===== config.mk =====
export PLATFORM = sky130hd
export DESIGN_NAME = alarm_set_controller
export DESIGN_NICKNAME = d
export VERILOG_FILES = /design/src/rtl/alarm_set_controller.sv
export SDC_FILE = /design/constraint.sdc
export NUM_CORES = 1
export LEC_CHECK = 0
export CAP_MARGIN = 15
export CORE_MARGIN = 2
export CORE_UTILIZATION = 50
export DETAILED_ROUTE_END_ITERATION = 6
export PLACE_DENSITY_LB_ADDON = 0.15
export SLEW_MARGIN = 15
export SYNTH_ARGS = -nofsm -noshare
export SYNTH_HDL_FRONTEND = slang
export SYNTH_SLANG_ARGS = --single-unit

===== constraint.sdc =====
create_clock -name clk -period 3.33 [get_ports clk]
set_input_delay 0.333 -clock clk [delete_from_list [all_inputs] [get_ports clk]]
set_output_delay 0.333 -clock clk [all_outputs]
set_load 0.01 [all_outputs]

===== src/rtl/alarm_set_controller.sv =====
// rtl/alarm_set_controller.sv - alarm field editing, edge-detected keys and arm/ring sequencing
module alarm_set_controller #(
  parameter int RING_SECONDS = 60
) (
  input  logic       clk,
  input  logic       reset,
  input  logic       left_key,
  input  logic       right_key,
  input  logic       up_key,
  input  logic       arm_key,
  input  logic       tick_1hz,
  input  logic [5:0] cur_sec,
  input  logic [5:0] cur_min,
  input  logic [4:0] cur_hour,
  output logic [5:0] alarm_sec,
  output logic [5:0] alarm_min,
  output logic [4:0] alarm_hour,
  output logic [1:0] state,
  output logic       upsec,
  output logic       upmin,
  output logic       uphour,
  output logic       armed,
  output logic       ringing
);

  typedef enum logic [1:0] {
    DISARMED = 2'd0,
    ARMED    = 2'd1,
    RINGING  = 2'd2
  } arm_state_t;

  localparam logic [7:0] RING_LIMIT = 8'(RING_SECONDS);

  arm_state_t arm_state;
  logic [7:0] ring_cnt;
  logic       left_q;
  logic       right_q;
  logic       up_q;
  logic       arm_q;
  logic       ready;
  logic       up_req;
  logic [1:0] up_sel;

  logic left_ev;
  logic right_ev;
  logic up_ev;
  logic arm_ev;
  logic match;

  // ready stays low for the first edge after reset so a key held through
  // release loads its history instead of producing an event
  assign left_ev  = ready & left_key  & ~left_q;
  assign right_ev = ready & right_key & ~right_q;
  assign up_ev    = ready & up_key    & ~up_q;
  assign arm_ev   = ready & arm_key   & ~arm_q;

  assign match = tick_1hz && (cur_sec == alarm_sec) && (cur_min == alarm_min)
                 && (cur_hour == alarm_hour);

  always_ff @(posedge clk) begin
    if (!reset) begin
      left_q  <= 1'b0;
      right_q <= 1'b0;
      up_q    <= 1'b0;
      arm_q   <= 1'b0;
      ready   <= 1'b0;
    end else begin
      left_q  <= left_key;
      right_q <= right_key;
      up_q    <= up_key;
      arm_q   <= arm_key;
      ready   <= 1'b1;
    end
  end

  always_ff @(posedge clk) begin
    if (!reset) begin
      state <= 2'd0;
    end else if (left_ev && !right_ev && state != 2'd2) begin
      state <= state + 2'd1;
    end else if (right_ev && !left_ev && state != 2'd0) begin
      state <= state - 2'd1;
    end
  end

  // Increment is applied one edge after the up event, using the select
  // value captured at the event edge.
  always_ff @(posedge clk) begin
    if (!reset) begin
      up_req     <= 1'b0;
      up_sel     <= 2'd0;
      alarm_sec  <= 6'd0;
      alarm_min  <= 6'd0;
      alarm_hour <= 5'd0;
      upsec      <= 1'b0;
      upmin      <= 1'b0;
      uphour     <= 1'b0;
    end else begin
      up_req <= up_ev && (arm_state != RINGING);
      up_sel <= state;
      upsec  <= 1'b0;
      upmin  <= 1'b0;
      uphour <= 1'b0;
      if (up_req) begin
        case (up_sel)
          2'd0: begin
            alarm_sec <= (alarm_sec == 6'd59) ? 6'd0 : alarm_sec + 6'd1;
            upsec     <= 1'b1;
          end
          2'd1: begin
            alarm_min <= (alarm_min == 6'd59) ? 6'd0 : alarm_min + 6'd1;
            upmin     <= 1'b1;
          end
          2'd2: begin
            alarm_hour <= (alarm_hour == 5'd23) ? 5'd0 : alarm_hour + 5'd1;
            uphour     <= 1'b1;
          end
          default: ;
        endcase
      end
    end
  end

  // Arm events take priority over match and over the final ring tick.
  always_ff @(posedge clk) begin
    if (!reset) begin
      arm_state <= DISARMED;
      ring_cnt  <= 8'd0;
      armed     <= 1'b0;
      ringing   <= 1'b0;
    end else begin
      case (arm_state)
        DISARMED: begin
          if (arm_ev) begin
            arm_state <= ARMED;
            armed     <= 1'b1;
            ringing   <= 1'b0;
          end
        end
        ARMED: begin
          if (arm_ev) begin
            arm_state <= DISARMED;
            armed     <= 1'b0;
            ringing   <= 1'b0;
          end else if (match) begin
            arm_state <= RINGING;
            ring_cnt  <= 8'd0;
            armed     <= 1'b1;
            ringing   <= 1'b1;
          end
        end
        RINGING: begin
          if (arm_ev) begin
            arm_state <= DISARMED;
            armed     <= 1'b0;
            ringing   <= 1'b0;
          end else if (tick_1hz) begin
            if (ring_cnt + 8'd1 == RING_LIMIT) begin
              arm_state <= ARMED;
              ring_cnt  <= 8'd0;
              armed     <= 1'b1;
              ringing   <= 1'b0;
            end else begin
              ring_cnt <= ring_cnt + 8'd1;
            end
          end
        end
        default: begin
          arm_state <= DISARMED;
          armed     <= 1'b0;
          ringing   <= 1'b0;
        end
      endcase
    end
  end

endmodule


==> impl_metrics.env, run 1 <==
export IMPL_drt_iter0_drc=105
export IMPL_setup_viol_count_final=0
export IMPL_area_growth_pct=27.3
export IMPL_diodes=0
export IMPL_final_antenna_net_count=0
export IMPL_report_final_slew_viol_count=0
export IMPL_hold_viol_final=0
export IMPL_cpMaxStageDelayCell="dfxtp_1"
export IMPL_cpPeakStageDelay_ns=0.40
export IMPL_leakage_uw=0.000956
export IMPL_clk_pin_slew_ns=0.08
export IMPL_async_flop_share=0
export IMPL_post_dp_cell_area_um2=2630
export IMPL_first_pass_iters=4
export IMPL_crit_path_end_kind="register"
export IMPL_synth_top_area_share=0.390
export IMPL_clock_sinks=42
export IMPL_vias=1881
export IMPL_syn_num_nets=275
export IMPL_cp_arrival_ns=2.36
export IMPL_clockRootBuffer="clkbuf_8"
export IMPL_worstPathRequired_ns=3.54
export IMPL_synthTopCellsByCount="42 x dfxtp_1, 24 x nor2_1, 20 x nand2_1"
export IMPL_maxSlewHeadroom=0.634
export IMPL_max_freq_mhz=463
export IMPL_numCtsBuffers=5
export IMPL_period_share=0.648
export IMPL_cp_max_fo=15
export IMPL_htree_levels=2
export IMPL_initial_core_util=0.528
export IMPL_insertion_delay_ns=0.29
export IMPL_core_um2=4090
export IMPL_synth_flop_cell="dfxtp_1"
export IMPL_grt_max_degree=25
export IMPL_cts_resized=0
export IMPL_routedWlPerCell_um=13.8
export IMPL_io_buffer_count=47
export IMPL_crit_type="register to register"
export IMPL_synth_edf_count=0
export IMPL_rsz0062_at_grt="no"
export IMPL_yosysWarnings=0
export IMPL_dieArea_um2=4860
export IMPL_cts_buffer_depth=2
export IMPL_outcome="completed"
export IMPL_grt_ovfl_total=0
export IMPL_via_per_inst=5.60
export IMPL_fillCellCount=346
export IMPL_fin_crit_ns=2.16
export IMPL_gp_congestion=0.836
export IMPL_rows=23
export IMPL_antenna_found_initial=0
export IMPL_avgSynthCellArea_um2=8.88
export IMPL_cts_tree="yes"
export IMPL_vdd_ir_drop_max_uv=292
export IMPL_pwr_density_cell_nw_per_um2=424
export IMPL_synth_cells=243
export IMPL_hpwl_mm=3.44
export IMPL_synth_area_leader_cell="dfxtp_1"
export IMPL_synth_most_common_cell="dfxtp_1"
export IMPL_ys_ff_latch=42
export IMPL_cts_hold_buf=0
export IMPL_nets=318
export IMPL_grt_usage=0.194
export IMPL_drcViolationCount=0
export IMPL_chipWidth_um=69.7
export IMPL_synth_distinct_cells=43
export IMPL_synth_area_top_cells="dfxtp_1 39%, xnor2_1 7.7%, ha_1 4.6%"
export IMPL_startpoint_type="register"
export IMPL_die_y_um=69.7
export IMPL_final_layout_size_suffix_gt1_frac=0.0559
export IMPL_finalSetupTns_ns=0
export IMPL_tightest_slew_ns=0.548
export IMPL_finClkSkew_ns=0.00694
export IMPL_syn_area_um2=2160
export IMPL_cap_viol_max_count=0
export IMPL_cts_setup_buffers=0
export IMPL_finalInstanceArea_um2=2750
export IMPL_routed_wl_mm=4.64
export IMPL_ys_seq_area_frac=0.390
export IMPL_hold_class="register to register"
export IMPL_ios=48
export IMPL_grt_pass1_wl_mm=7.64
export IMPL_grt_pass1_vias=1669
export IMPL_path_cells="inv_1, ha_1, nand2b_1, o211ai_1, nor3_2, a21oi_2, or2_1, o31ai_1"
-- cells in the final DEF (no fill, tap or decap), drive strengths merged, types with 5 or more instances in the layout --
cell / synthesis / layout
ha: 8 / 8
clkbuf: 6 / 6
dfxtp: 42 / 42
nand3: 15 / 15
clkdlybuf4s50: 0 / 47
a21oi: 14 / 14
o211ai: 5 / 5
xnor2: 21 / 21
nand4: 9 / 9
nor2: 24 / 24
o21ai: 8 / 8
nand2: 20 / 20
nand2b: 5 / 5
and2: 9 / 9
mux2i: 5 / 5
-- registers in the layout, indices dropped and copies added, names as in the netlist, 2 cells and up --
register and count:
up_sel 2, alarm_min 6, alarm_hour 5, state 2
arm_state 2, ring_cnt 8, alarm_sec 6
-- path summary, 6_finish.rpt --
path | startpoint | endpoint | slack, ns | cells after the start
worst max-delay path | arm_state[0]$_SDFFE_PN0P_ | ring_cnt[6]$_SDFFE_PN0P_ | 1.17 | 8
worst min register to register | ringing$_SDFFE_PN0P_ | ringing$_SDFFE_PN0P_ | 0.45 | 2
worst max register to register | arm_state[0]$_SDFFE_PN0P_ | ring_cnt[6]$_SDFFE_PN0P_ | 1.17 | 8
worst min-delay path | ringing$_SDFFE_PN0P_ | ringing$_SDFFE_PN0P_ | 0.45 | 2
-- critical path: cells and delay by family (launching register included) --
family                   cells  cell delay, ns
buffers and inverters        1            0.08
AND/OR/NAND/NOR              3            0.69
AO/OA/AOI/OAI                3            0.55
adder cells (fa/ha/maj)      1            0.36
flip-flops                   1            0.40
-- cell families (layout without fill, tap and decap cells) --
group	count (synthesis)	in the layout	synth area share
XOR/XNOR	25	25	0.108
buffers and inverters	15	58	0.0354
AND/OR/NAND/NOR	108	108	0.277
flip-flops	42	42	0.390
AO/OA/AOI/OAI	40	40	0.119
multiplexers	5	5	0.0232
adder cells (fa/ha/maj)	8	8	0.0464
-- power breakdown --
group	internal [uW]	switching (uW)	leakage (uW)
logic	99.9	122	0.000558
registers	521	15.2	0.000341
clock network	240	166	0.0000573
total	860	303	0.000956
-- layer usage --
metal / track usage / vias to the layer above / wire length [um]
li1: - / 941 / -
met1: 0.258 / 897 / 2180
met2: 0.308 / 39 / 2210
met3: 0.0523 / 4 / 215
met4: 0.0577 / 0 / 38
met5: 0 / - / 0
-- metrics by stage --
stage	std cells	hold WS, ns	utilization	worst slack (ns)	power [uW]
floorplan	243	0.361	-	1.62	692
global placement	329	0.442	0.644	1.18	764
detailed placement	329	0.447	0.644	1.10	767
CTS	336	0.458	0.672	1.20	1170
global route	336	0.506	0.672	0.996	1220
finish	336	0.452	0.672	1.17	1160
-- area by class of cell --
class	instances	area (um^2)	area share
clock buffers	6	82.6	0.0301
multi-input cells	186	1240	0.452
well taps	50	62.6	0.0228
clock inverters	1	30.0	0.0109
repair buffers	48	478	0.174
flip-flops and latches	42	841	0.306
inverters	3	11.3	0.00410
Power figures use the tool's default switching activity.
==> run 2, diff against run 1 <==
CORE_UTILIZATION = 45   (was 50)
clock period = 1.95 ns   (was 3.33 ns; I/O delays follow)
==> run 2 against run 1 <==
  * Cell count increased by 8.6%
  * Highest routed layer unchanged
  * Critical path type unchanged
  * Utilization decreased by 4.0 points
  * Fmax increased by 18%
  * Critical path depth unchanged
  * Sequential cell count unchanged
  * Combinational power increased by 130%
  * Sequential share of layout area decreased by 2.1 points
  * Hold slack improved by 0.0032 ns
  * Via count increased by 2.4%
  * Worst setup slack got worse by 1.0 ns
  * Global-route usage decreased by 1.5 points
==> impl_metrics.env, run 2 (synthesis gave the netlist of run 1 again) <==
export IMPL_drt_iter0_drc=73
export IMPL_setup_ws_ns=0.123
export IMPL_hold_class="register to register"
export IMPL_hold_viol_final=0
export IMPL_ios=48
export IMPL_vias=1926
export IMPL_clockRootBuffer="clkbuf_8"
export IMPL_io_buffer_count=47
export IMPL_cap_viol_max_count=0
export IMPL_worstPathRequired_ns=2.17
export IMPL_vdd_ir_drop_max_uv=516
export IMPL_finClkSkew_ns=0.00513
export IMPL_min_delay_start="ringing$_SDFFE_PN0P_"
export IMPL_timing_rr_start="arm_state[0]$_SDFFE_PN0P_"
export IMPL_maxSlewHeadroom=0.649
export IMPL_numCtsBuffers=5
export IMPL_crit_type="register to register"
export IMPL_htree_levels=2
export IMPL_pre_cts_ws_ns=-0.108
export IMPL_outcome="completed"
export IMPL_clk_pin_slew_ns=0.08
export IMPL_tightest_slew_ns=0.522
export IMPL_initial_core_util=0.463
export IMPL_routed_wl_mm=4.67
export IMPL_startpoint_type="register"
export IMPL_report_final_slew_viol_count=0
export IMPL_max_flop_register="ring_cnt"
export IMPL_cts_resized=0
export IMPL_core_um2=4660
export IMPL_hpwl_mm=3.56
export IMPL_gp_congestion=0.833
export IMPL_largest_reg_flops=8
export IMPL_finalInstanceArea_um2=2950
export IMPL_dieArea_um2=5360
export IMPL_top_regs="ring_cnt: 8 flops, alarm_min: 6 flops, alarm_sec: 6 flops"
export IMPL_drcViolationCount=0
export IMPL_grt_pass1_vias=1626
export IMPL_cp_max_fo=9
export IMPL_antenna_found_initial=0
export IMPL_final_common_cell="clkdlybuf4s50_1"
export IMPL_cp_startpoint="arm_state[0]$_SDFFE_PN0P_"
export IMPL_cts_tree="yes"
export IMPL_cts_hold_buf=0
export IMPL_crit_path_end_kind="register"
export IMPL_chipWidth_um=73.2
export IMPL_finalSetupTns_ns=0
export IMPL_grt_usage=0.179
export IMPL_cp_arrival_ns=2.04
export IMPL_pwr_density_cell_nw_per_um2=671
export IMPL_layout_common_cells="47 x clkdlybuf4s50_1, 41 x dfxtp_1, 25 x buf_4"
export IMPL_cts_buffer_depth=2
export IMPL_leakage_uw=0.00109
export IMPL_area_growth_pct=36.6
export IMPL_grt_pass1_wl_mm=7.27
export IMPL_max_freq_mhz=547
export IMPL_grt_ovfl_total=0
export IMPL_cts_setup_buffers=0
export IMPL_post_dp_cell_area_um2=2820
export IMPL_via_per_inst=5.28
export IMPL_fillCellCount=411
export IMPL_die_y_um=73.2
export IMPL_rows=25
export IMPL_final_antenna_net_count=0
export IMPL_insertion_delay_ns=0.30
export IMPL_first_pass_iters=4
export IMPL_fin_util=0.632
export IMPL_nets=342
export IMPL_fin_crit_ns=1.83
export IMPL_period_share=0.937
export IMPL_total_power_uw=1980
export IMPL_grt_max_degree=22
export IMPL_diodes=0
export IMPL_routedWlPerCell_um=12.8
export IMPL_final_layout_size_suffix_gt1_frac=0.148
export IMPL_clock_sinks=42
export IMPL_setup_viol_count_final=0
[run 2: report_power, final]
group	internal (uW)	leakage [uW]	switching, uW
Sequential	891	0.000341	23.6
Clock	253	0.0000452	310
Combinational	256	0.000702	246
Total	1400	0.00109	579
[run 2: per-stage QoR]
stage                     std cells  hold WS, ns
after floorplan                 243        0.223
after global placement          357        0.444
after detailed placement        357        0.450
after CTS                       365        0.460
after global routing            365        0.475
final                           365        0.456
[run 2: final timing paths]
path	to	slack, ns	cells after the start
min reg2reg	ringing$_SDFFE_PN0P_	0.46	2
max	ring_cnt[6]$_SDFFE_PN0P_	0.12	8
max reg2reg	ring_cnt[6]$_SDFFE_PN0P_	0.12	8
min	ringing$_SDFFE_PN0P_	0.46	2
[run 2: routing by layer]
layer / vias to the layer above / part of all wire / GRT usage
met5: - / 0 / 0
met4: 0 / 0.017 / 0.0741
met3: 6 / 0.048 / 0.0442
met2: 42 / 0.48 / 0.297
met1: 896 / 0.45 / 0.221
li1: 982 / - / -
[run 2: area by class of cell]
cell class | instances | area [um^2] | area share
Clock buffer | 6 | 72.6 | 0.0246
Clock inverter | 2 | 13.8 | 0.00467
Inverter | 3 | 11.3 | 0.00382
Multi-Input combinational cell | 186 | 1280 | 0.435
Sequential cell | 42 | 842 | 0.286
Tap cell | 54 | 67.6 | 0.0229
Timing Repair Buffer | 72 | 658 | 0.223
[run 2: worst max-delay path, stage by stage (launching register included)]
cell and delay (ns):
dfxtp_2 0.36, inv_1 0.07, ha_1 0.24, nand2b_1 0.10, o211ai_1 0.12, nor3_2 0.20
a21oi_4 0.13, or2_1 0.29, o31ai_1 0.23
==> run 3, diff against run 2 <==
GPL_TIMING_DRIVEN = 0   (was default)
==> run 3 against run 2 <==
  * Fmax shrank 1.2%
  * Non-clock buffer count shrank 12
  * Sequential cell count is the same
  * Via count shrank 1.6%
==> impl_metrics.env, run 3 (synthesis gave the netlist of run 1 again) <==
export IMPL_fin_crit_ns=1.85
export IMPL_cts_tree="yes"
export IMPL_worstPathRequired_ns=2.15
export IMPL_path_cells="inv_1, ha_1, nand2b_1, o32a_1, o21ai_1, a21oi_4, o41ai_1"
export IMPL_grt_pass1_vias=1661
export IMPL_chipWidth_um=73.2
export IMPL_hold_class="register to register"
export IMPL_leakage_uw=0.00102
export IMPL_finalSetupTns_ns=0
export IMPL_dieArea_um2=5360
export IMPL_total_power_uw=2030
export IMPL_drt_iter0_drc=96
export IMPL_report_final_slew_viol_count=0
export IMPL_rsz0062_at_grt="yes"
export IMPL_vdd_ir_drop_max_uv=473
export IMPL_worst_path_buf_inv=1
export IMPL_via_per_inst=5.37
export IMPL_final_antenna_net_count=0
export IMPL_hpwl_mm=3.43
export IMPL_cap_viol_max_count=0
export IMPL_clk_pin_slew_ns=0.08
export IMPL_min_delay_start="ringing$_SDFFE_PN0P_"
export IMPL_ios=48
export IMPL_die_y_um=73.2
export IMPL_period_share=0.949
export IMPL_startpoint_type="register"
export IMPL_drcViolationCount=0
export IMPL_setup_viol_count_final=0
export IMPL_r2r_cells=7
export IMPL_crit_path_end_kind="register"
export IMPL_post_dp_cell_area_um2=2700
export IMPL_routedWlPerCell_um=13.5
export IMPL_grt_max_degree=13
export IMPL_first_pass_iters=4
export IMPL_gp_congestion=0.789
export IMPL_pre_cts_ws_ns=-0.136
export IMPL_layout_common_cells="47 x clkdlybuf4s50_1, 40 x dfxtp_1, 24 x nor2_1"
export IMPL_r2r_setup_slack_ns=0.10
export IMPL_r2r_end="armed$_SDFFE_PN0P_"
export IMPL_cts_hold_buf=0
export IMPL_worstHoldPathCells=2
export IMPL_final_layout_size_suffix_gt1_frac=0.0903
export IMPL_insertion_delay_ns=0.29
export IMPL_grt_ovfl_total=0
export IMPL_grt_usage=0.184
export IMPL_final_instance_count_excl_fill=353
export IMPL_crit_family="compound AO/OA/AOI/OAI gates"
export IMPL_outcome="completed"
export IMPL_finClkSkew_ns=0.00534
export IMPL_multiInputGateArea_um2=1280
export IMPL_cp_max_fo=7
export IMPL_timing_rr_start="arm_state[0]$_SDFFE_PN0P_"
export IMPL_ff_latch_area_um2=843
export IMPL_routed_wl_mm=4.77
export IMPL_tightest_slew_ns=0.546
export IMPL_crit_type="register to register"
export IMPL_cp_arrival_ns=2.05
export IMPL_finalInstanceArea_um2=2860
export IMPL_max_freq_mhz=541
export IMPL_fillCellCount=438
export IMPL_core_um2=4660
export IMPL_largest_reg_flops=8
export IMPL_htree_levels=2
export IMPL_numCtsBuffers=5
export IMPL_io_buffer_count=47
export IMPL_dp_cells=344
export IMPL_setup_ws_ns=0.100
export IMPL_hold_viol_final=0
export IMPL_pwr_density_cell_nw_per_um2=710
export IMPL_antenna_found_initial=0
export IMPL_final_common_cell="clkdlybuf4s50_1"
export IMPL_clock_sinks=42
export IMPL_grt_pass1_wl_mm=7.56
export IMPL_top_regs="ring_cnt: 8 flops, alarm_min: 6 flops, alarm_sec: 6 flops"
export IMPL_cpMaxStageDelayCell="dfxtp_2"
export IMPL_clockRootBuffer="clkbuf_8"
export IMPL_nets=330
export IMPL_cts_buffer_depth=2
export IMPL_whs_endpoint="ringing$_SDFFE_PN0P_"
export IMPL_max_flop_register="ring_cnt"
export IMPL_vias=1895
export IMPL_area_growth_pct=32.4
export IMPL_cpPeakStageDelay_ns=0.37
export IMPL_diodes=0
export IMPL_initial_core_util=0.463
export IMPL_rows=25
export IMPL_maxSlewHeadroom=0.636
==> run 3: worst max path at each step <==
stage	startpoint	to	depth (start not counted)
2_1_floorplan	arm_state[0]$_SDFFE_PN0P_	arm_state[0]$_SDFFE_PN0P_	7
3_3_place_gp	cur_sec[3]	ring_cnt[6]$_SDFFE_PN0P_	8
3_5_place_dp	cur_sec[0]	ring_cnt[6]$_SDFFE_PN0P_	8
4_1_cts	arm_state[0]$_SDFFE_PN0P_	arm_state[0]$_SDFFE_PN0P_	7
5_1_grt	arm_state[0]$_SDFFE_PN0P_	arm_state[0]$_SDFFE_PN0P_	7
6_report	arm_state[0]$_SDFFE_PN0P_	armed$_SDFFE_PN0P_	7
==> run 3: final cells by class <==
cell class,instances,share of cell area
Clock buffer,7,0.0267
Tap cell,54,0.0237
Buffer,12,0.0237
Timing Repair Buffer,48,0.167
Inverter,3,0.00394
Clock inverter,1,0.0105
Sequential cell,42,0.295
Multi-Input combinational cell,186,0.449
==> run 3: what timing repair did <==
item,in CTS,in global routing
endpoints found under the setup margin,0,10
resized for setup,0,10
setup buffers,0,1
==> run 3: through the flow <==
| stage | util | hold slack [ns] |
|---|---|---|
| finish | 0.613 | 0.458 |
| global route | 0.613 | 0.496 |
| CTS | 0.601 | 0.460 |
| detailed placement | 0.578 | 0.448 |
| global placement | 0.578 | 0.442 |
| floorplan | - | 0.223 |
==> run 3: worst min-delay path, stage by stage, from the launching register on <==
cell     delay (ns)
dfxtp_1        0.32
nand3_1        0.06
nand2_1        0.04
==> run 3: power by group <==
| group | total, uW | switching (uW) | internal (uW) |
|---|---|---|---|
| logic | 429 | 234 | 195 |
| registers | 917 | 25.8 | 892 |
| clock network | 683 | 299 | 383 |
==> run 3: layer usage <==
metal,GRT usage,share of wire,vias up
met5,0,0,-
met4,0.0617,0.012,0
met1,0.227,0.46,872
met2,0.313,0.47,50
li1,-,-,967
met3,0.0442,0.057,6
